[config.mk]
export PLATFORM = sky130hd
export DESIGN_NAME = pyfive_wb_initiator
export DESIGN_NICKNAME = d
export VERILOG_FILES = /design/src/rtl/pyfive_wb_initiator.sv
export SDC_FILE = /design/constraint.sdc
export NUM_CORES = 1
export LEC_CHECK = 0
export BUFFER_PORTS_ARGS = -buffer_cell sky130_fd_sc_hd__buf_2
export CAP_MARGIN = 0
export CORE_UTILIZATION = 30
export CTS_CLUSTER_DIAMETER = 50
export DETAILED_ROUTE_END_ITERATION = 8
export GPL_TIMING_DRIVEN = 0
export PLACE_DENSITY = 0.57
export SYNTH_ARGS = -nofsm -noshare
export SYNTH_HDL_FRONTEND = slang
export SYNTH_SLANG_ARGS = --single-unit
[constraint.sdc]
create_clock -name wb_clk_i -period 2.6 [get_ports wb_clk_i]
set_input_delay 0.39 -clock wb_clk_i [delete_from_list [all_inputs] [get_ports wb_clk_i]]
set_output_delay 0.39 -clock wb_clk_i [all_outputs]
set_load 0.02 [all_outputs]
[src/rtl/pyfive_wb_initiator.sv]
// Wishbone classic single-transfer master: one request in, one bus cycle out,
// one response back (acknowledged data or timeout abort).
module pyfive_wb_initiator #(
  parameter int TIMEOUT = 255
) (
  input  logic        wb_clk_i,
  input  logic        wb_rst_i,
  input  logic        req_valid,
  output logic        req_ready,
  input  logic        req_we,
  input  logic [31:0] req_adr,
  input  logic [31:0] req_dat,
  input  logic [3:0]  req_sel,
  output logic        rsp_valid,
  input  logic        rsp_ready,
  output logic [31:0] rsp_dat,
  output logic        rsp_err,
  output logic        wbm_cyc_o,
  output logic        wbm_stb_o,
  output logic        wbm_we_o,
  output logic [3:0]  wbm_sel_o,
  output logic [31:0] wbm_adr_o,
  output logic [31:0] wbm_dat_o,
  input  logic [31:0] wbm_dat_i,
  input  logic        wbm_ack_i
);

  typedef enum logic [1:0] {IDLE, BUS, RESP} state_t;

  localparam bit          TO_EN = (TIMEOUT != 0);
  localparam logic [15:0] LIMIT = 16'(TIMEOUT - 1);

  state_t      state;
  logic [15:0] cnt;

  assign req_ready = (state == IDLE);

  // NOTE: all state updates use <= so every branch sees pre-edge values.
  always_ff @(posedge wb_clk_i) begin
    if (wb_rst_i) begin
      state     <= IDLE;
      cnt       <= '0;
      wbm_cyc_o <= 1'b0;
      wbm_stb_o <= 1'b0;
      wbm_we_o  <= 1'b0;
      wbm_sel_o <= '0;
      wbm_adr_o <= '0;
      wbm_dat_o <= '0;
      rsp_valid <= 1'b0;
      rsp_err   <= 1'b0;
      rsp_dat   <= '0;
    end else begin
      case (state)
        IDLE: begin
          if (req_valid) begin
            wbm_we_o  <= req_we;
            wbm_adr_o <= req_adr;
            wbm_dat_o <= req_dat;
            wbm_sel_o <= req_sel;
            wbm_cyc_o <= 1'b1;
            wbm_stb_o <= 1'b1;
            cnt       <= '0;
            state     <= BUS;
          end
        end
        BUS: begin
          // Ack is checked first so it wins over a coincident timeout.
          if (wbm_ack_i) begin
            wbm_cyc_o <= 1'b0;
            wbm_stb_o <= 1'b0;
            rsp_valid <= 1'b1;
            rsp_err   <= 1'b0;
            rsp_dat   <= wbm_we_o ? 32'h0 : wbm_dat_i;
            state     <= RESP;
          end else if (TO_EN && cnt == LIMIT) begin
            wbm_cyc_o <= 1'b0;
            wbm_stb_o <= 1'b0;
            rsp_valid <= 1'b1;
            rsp_err   <= 1'b1;
            rsp_dat   <= '0;
            state     <= RESP;
          end else if (cnt != 16'hFFFF) begin
            cnt <= cnt + 16'd1;
          end
        end
        RESP: begin
          if (rsp_ready) begin
            rsp_valid <= 1'b0;
            rsp_err   <= 1'b0;
            state     <= IDLE;
          end
        end
        default: state <= IDLE;
      endcase
    end
  end

endmodule

; Word level (Yosys, flattened, before mapping)
; Cells that the tools add are included.
[word_totals]
ff_bits = 122
input_bits = 106
out_inout_bits = 106
wordCells = 54
[classes]
addsub = 1
n_eq_ne = 10
muxes = 23
n_reduce_logical = 10
[op_table]
columns = operator, n
row1 = 32-bit two-way mux, 3
row2 = 16-bit two-way mux, 4
row3 = 16-bit case mux with 2 select lines, 1
row4 = 16-bit by 1-bit adder with 16-bit output (second input constant), 1
row5 = 16-bit by 8-bit equality test with 1-bit output (second input constant), 1
row6 = 16-bit inequality test (second input constant), 1
row7 = 2-bit inequality test (second input constant), 5
row8 = 3-bit AND reduction, 3
row9 = 2-bit two-way mux, 4
row10 = 1-bit two-way mux, 7
row11 = 1-bit case mux with 2 select lines, 3
row12 = 2-bit case mux with 3 select lines, 1
row13 = 2-bit nonzero test, 3
row14 = 5-bit AND reduction, 1
row15 = 2-bit AND reduction, 2
row16 = 3-bit inequality test (second input constant), 1
row17 = 2-bit by 1-bit equality test with 1-bit output (second input constant), 1
row18 = 2-bit equality test (second input constant), 1
row19 = 2-bit logical NOT, 1

; Depth between registers and ports, before layout
[depth]
depth_word = 5
ltp_mapped = 9
mapped_depth_nobuf = 7

; Least setup slack after synthesis
; No wires, ideal clock.
[synth_path]
path_type = reg2reg
from = register cnt[0]
to = register rsp_dat[13]
setup_time_ns = 0.117
t_arrival_ns = 1.793
required_ns = 2.483
setup_slack_ns = 0.690
stages_incl_launch_ff = 10
n_path_buf = 2
period_less_slack_ns = 1.910
path_cell_list = dfxtp_1 > inv_1 > ha_1 > nor4b_2 > a41oi_4 > nand2b_4 > and2_1 > buf_6 > buf_6 > a22o_1
[synth_between]
elab_chain_len = 3
[synth_rtl]
columns = item, line_no
row1 = "start, declared", 34  ; logic [15:0] cnt;
row2 = "start signal, assigned", 83  ; cnt <= cnt + 16'd1;
row3 = 16-bit by 8-bit equality test with 1-bit output, 75  ; end else if (TO_EN && cnt == LIMIT) begin
row4 = 2-bit nonzero test (no source line), n/a
row5 = 2-bit AND reduction (no source line), n/a
row6 = "end signal, assigned", 73  ; rsp_dat <= wbm_we_o ? 32'h0 : wbm_dat_i;
row7 = "end, declared", 16  ; output logic [31:0] rsp_dat,
; No other way between the ends.
; A chain may end at the register's enable or synchronous reset.

; Worst setup path after layout
[layout_path]
from = register cnt[1]
to = register cnt[3]
[layout_between]
elab_chain_len = 5
elab_cells_between_ends = 10
classes_between = 1 x add/sub / 4 x eq/ne / 4 x mux / 1 x reduce/logical
[layout_rtl]
columns = item, line_no
row1 = 16-bit by 1-bit adder with 16-bit output, 83
row2 = 16-bit two-way mux, 82  ; end else if (cnt != 16'hFFFF) begin
row3 = 16-bit two-way mux, 75
row4 = 16-bit two-way mux, 68  ; if (wbm_ack_i) begin
row5 = 16-bit case mux with 2 select lines, 53  ; case (state)
; Several ways; a longest one is shown, not always the timed one. The select of a mux whose other input is x is not followed.

==> flow_summary.json <==
{
  "cp.arrival_ns": 2.57,
  "cp.buffers_inverters": 1,
  "holdBufCountCts": 0,
  "fmax_ghz": 0.4458,
  "p_leak_nw": 2.957,
  "numPortBuffers": 210,
  "r2r-start": "cnt[1]$_SDFFE_PP0P_",
  "endpoint_kind": "flop",
  "ys_async_sr_fraction": 0,
  "ys_warn_count": 0,
  "timing.final.crit_share": 0.8627,
  "ys_ff_latch": 122,
  "tritoncts": "built",
  "track_usage": 0.1853,
  "synth_cell_types": 45,
  "initialDrtViolationCount": 281,
  "finalHoldViolations": 0,
  "grt_pass1_vias": 4572,
  "initial_utilization": 0.3125,
  "power_density_nw_per_um2": 772.1,
  "synth.avg_cell_area_sq_um": 8.884,
  "cp_slowest_cell": "dfxtp_1",
  "cts_resized": 0,
  "drc": 0,
  "dieArea_sq_um": 15870,
  "grt_pass1_wl_mm": 23.11,
  "syn_to_final_growth_pct": 40.98,
  "dr.pass1.iters": 5,
  "overflow": 0,
  "startpoint_type": "flop",
  "rows": 44,
  "critical_path.startpoint": "cnt[1]$_SDFFE_PP0P_",
  "drt-total-wl_mm": 14.38,
  "critPathKind": "reg -> reg",
  "ios": 212,
  "worstMarginPinSlew_ns": 0.7053,
  "drv_slew": 0,
  "status": "finished, final reports clean",
  "layout_common_cells": "buf_2 (216), nand2_1 (150), dfxtp_1 (122), a21oi_1 (81), a22o_1 (32)",
  "netlist_area_sq_um": 4611,
  "clkLatencyLatePin_ns": 0.41,
  "antenna_left": 0,
  "htree_levels": 4,
  "hold_start": "wbm_dat_i[25]",
  "cts_buffers": 17,
  "finalSetupTns_ns": 0,
  "gp_congestion": 0.8141,
  "cts_root_buf": "clkbuf_16",
  "synthCells": 519,
  "final_core_util": 0.4406,
  "clk_path_buf_depth": 2,
  "hold-worst-slack_ns": 0.1946,
  "ys.flop_type": "dfxtp_1",
  "cp_top_family": "compound AO/OA/AOI/OAI gates",
  "synth-edff-count": 0,
  "viasPerCell": 4.953,
  "required_ns": 2.93,
  "min_period_ns": 2.243,
  "place_hpwl_mm": 10.55,
  "maxCapViolations": 0,
  "worst-path-max-fanout": 10,
  "seq_area_frac_synth": 0.5297,
  "synth_fp_nets": 627,
  "slew_headroom": 0.5262,
  "grt_antenna_before_repair": 0,
  "cts.clk_slew.worst_paths_ns": 0.05,
  "rsz0062_at_grt": "no",
  "grt_max_degree": 17,
  "path_cells": "ha_1 > nor4b_2 > a41oi_4 > a21oi_4 > buf_2 > o31ai_1 > a21oi_1",
  "max_stage_delay_ns": 0.44,
  "fp.coreArea_sq_um": 14750,
  "num_vias": 4681,
  "die_w_microns": 126.0,
  "routedWlPerCell_microns": 15.22,
  "hp-class": "in -> reg",
  "nets": 856,
  "ir_worst_vdd_mv": 0.4036,
  "final-setup-viol-count": 0,
  "finClkSkew_ns": 0.007714,
  "num_antenna_cells": 0,
  "fp.dieH_microns": 126.0,
  "final_common_cell": "buf_2",
  "cts.sinks": 122,
  "drive_gt1_frac": 0.3443,
  "post_cts_buffers": 0
}
==> cell families (layout without fill, tap and decap cells) <==
logic type | after synthesis | in the layout | share of synthesized area
DFF | 122 | 122 | 0.5297
and+or+nand+nor | 206 | 206 | 0.2027
buffers and inverters | 42 | 284 | 0.04559
adders and majority gates | 2 | 2 | 0.005427
AOI/OAI and AO/OA | 146 | 146 | 0.2144
muxes | 1 | 1 | 0.002171
==> cell type report <==
| class | instances | area, sq um |
|---|---|---|
| Tap cell | 184 | 230.2 |
| Multi-Input combinational cell | 355 | 1958 |
| Fill cell | 1485 | 8254 |
| Inverter | 2 | 7.507 |
| Clock inverter | 7 | 112.6 |
| Timing Repair Buffer | 210 | 1051 |
| Sequential cell | 122 | 2442 |
| Clock buffer | 25 | 495.5 |
| Buffer | 40 | 202.7 |
==> worst paths after layout <==
check	endpoint	slack (ns)	cells past startpoint
setup / recovery	cnt[3]$_SDFFE_PP0P_	0.36	7
hold / removal	rsp_dat[25]$_SDFFE_PP0P_	0.19	2
setup reg to reg	cnt[3]$_SDFFE_PP0P_	0.36	7
hold reg to reg	wbm_adr_o[29]$_SDFFE_PP0P_	0.45	2
==> routing by layer <==
| layer | vias up | track usage | wire length, microns |
|---|---|---|---|
| li1 | 2282 | - | - |
| met1 | 2153 | 0.2144 | 6013 |
| met2 | 225 | 0.3123 | 6836 |
| met3 | 21 | 0.06415 | 1227 |
| met4 | 0 | 0.07512 | 303 |
| met5 | - | 0 | 0 |
==> cell usage after synthesis (all sizes together) (4+ instances only) <==
library cell,n,share of area
nand2,150,0.12
dfxtp,122,0.53
a21oi,82,0.091
a22o,32,0.061
clkbuf,27,0.022
buf,13,0.022
nand4,9,0.012
nor2,8,0.0065
nand3,7,0.0076
o311ai,7,0.013
and2,6,0.0081
o41ai,6,0.011
o31ai,5,0.0081
a31oi,4,0.0054
nor3,4,0.0054
==> flip-flops by register name, summed over array words and instances (netlist names) <==
name,flops
wbm_we_o,1
wbm_sel_o,4
cnt,16
rsp_err,1
rsp_dat,32
wbm_stb_o,1
wbm_dat_o,32
wbm_adr_o,32
rsp_valid,1
state,2
==> report_power, final <==
group	leakage, nW	internal, mW	switching (mW)
combinational	1.66	0.215	0.379
sequential	0.996	1.96	0.0484
clock	0.297	1.60	0.807
==> stage by stage <==
stage	cells	setup slack [ns]	cell area [sq um]	total power [mW]
after floorplan	519	0.6898	4611	2.390
after global placement	913	0.4503	5892	2.633
after detailed placement	913	0.4097	5892	2.648
after CTS	945	0.3793	6500	5.074
after global routing	945	0.1490	6500	5.225
final	945	0.3569	6500	5.019
Note: power is estimated with default switching activity, not from simulation.
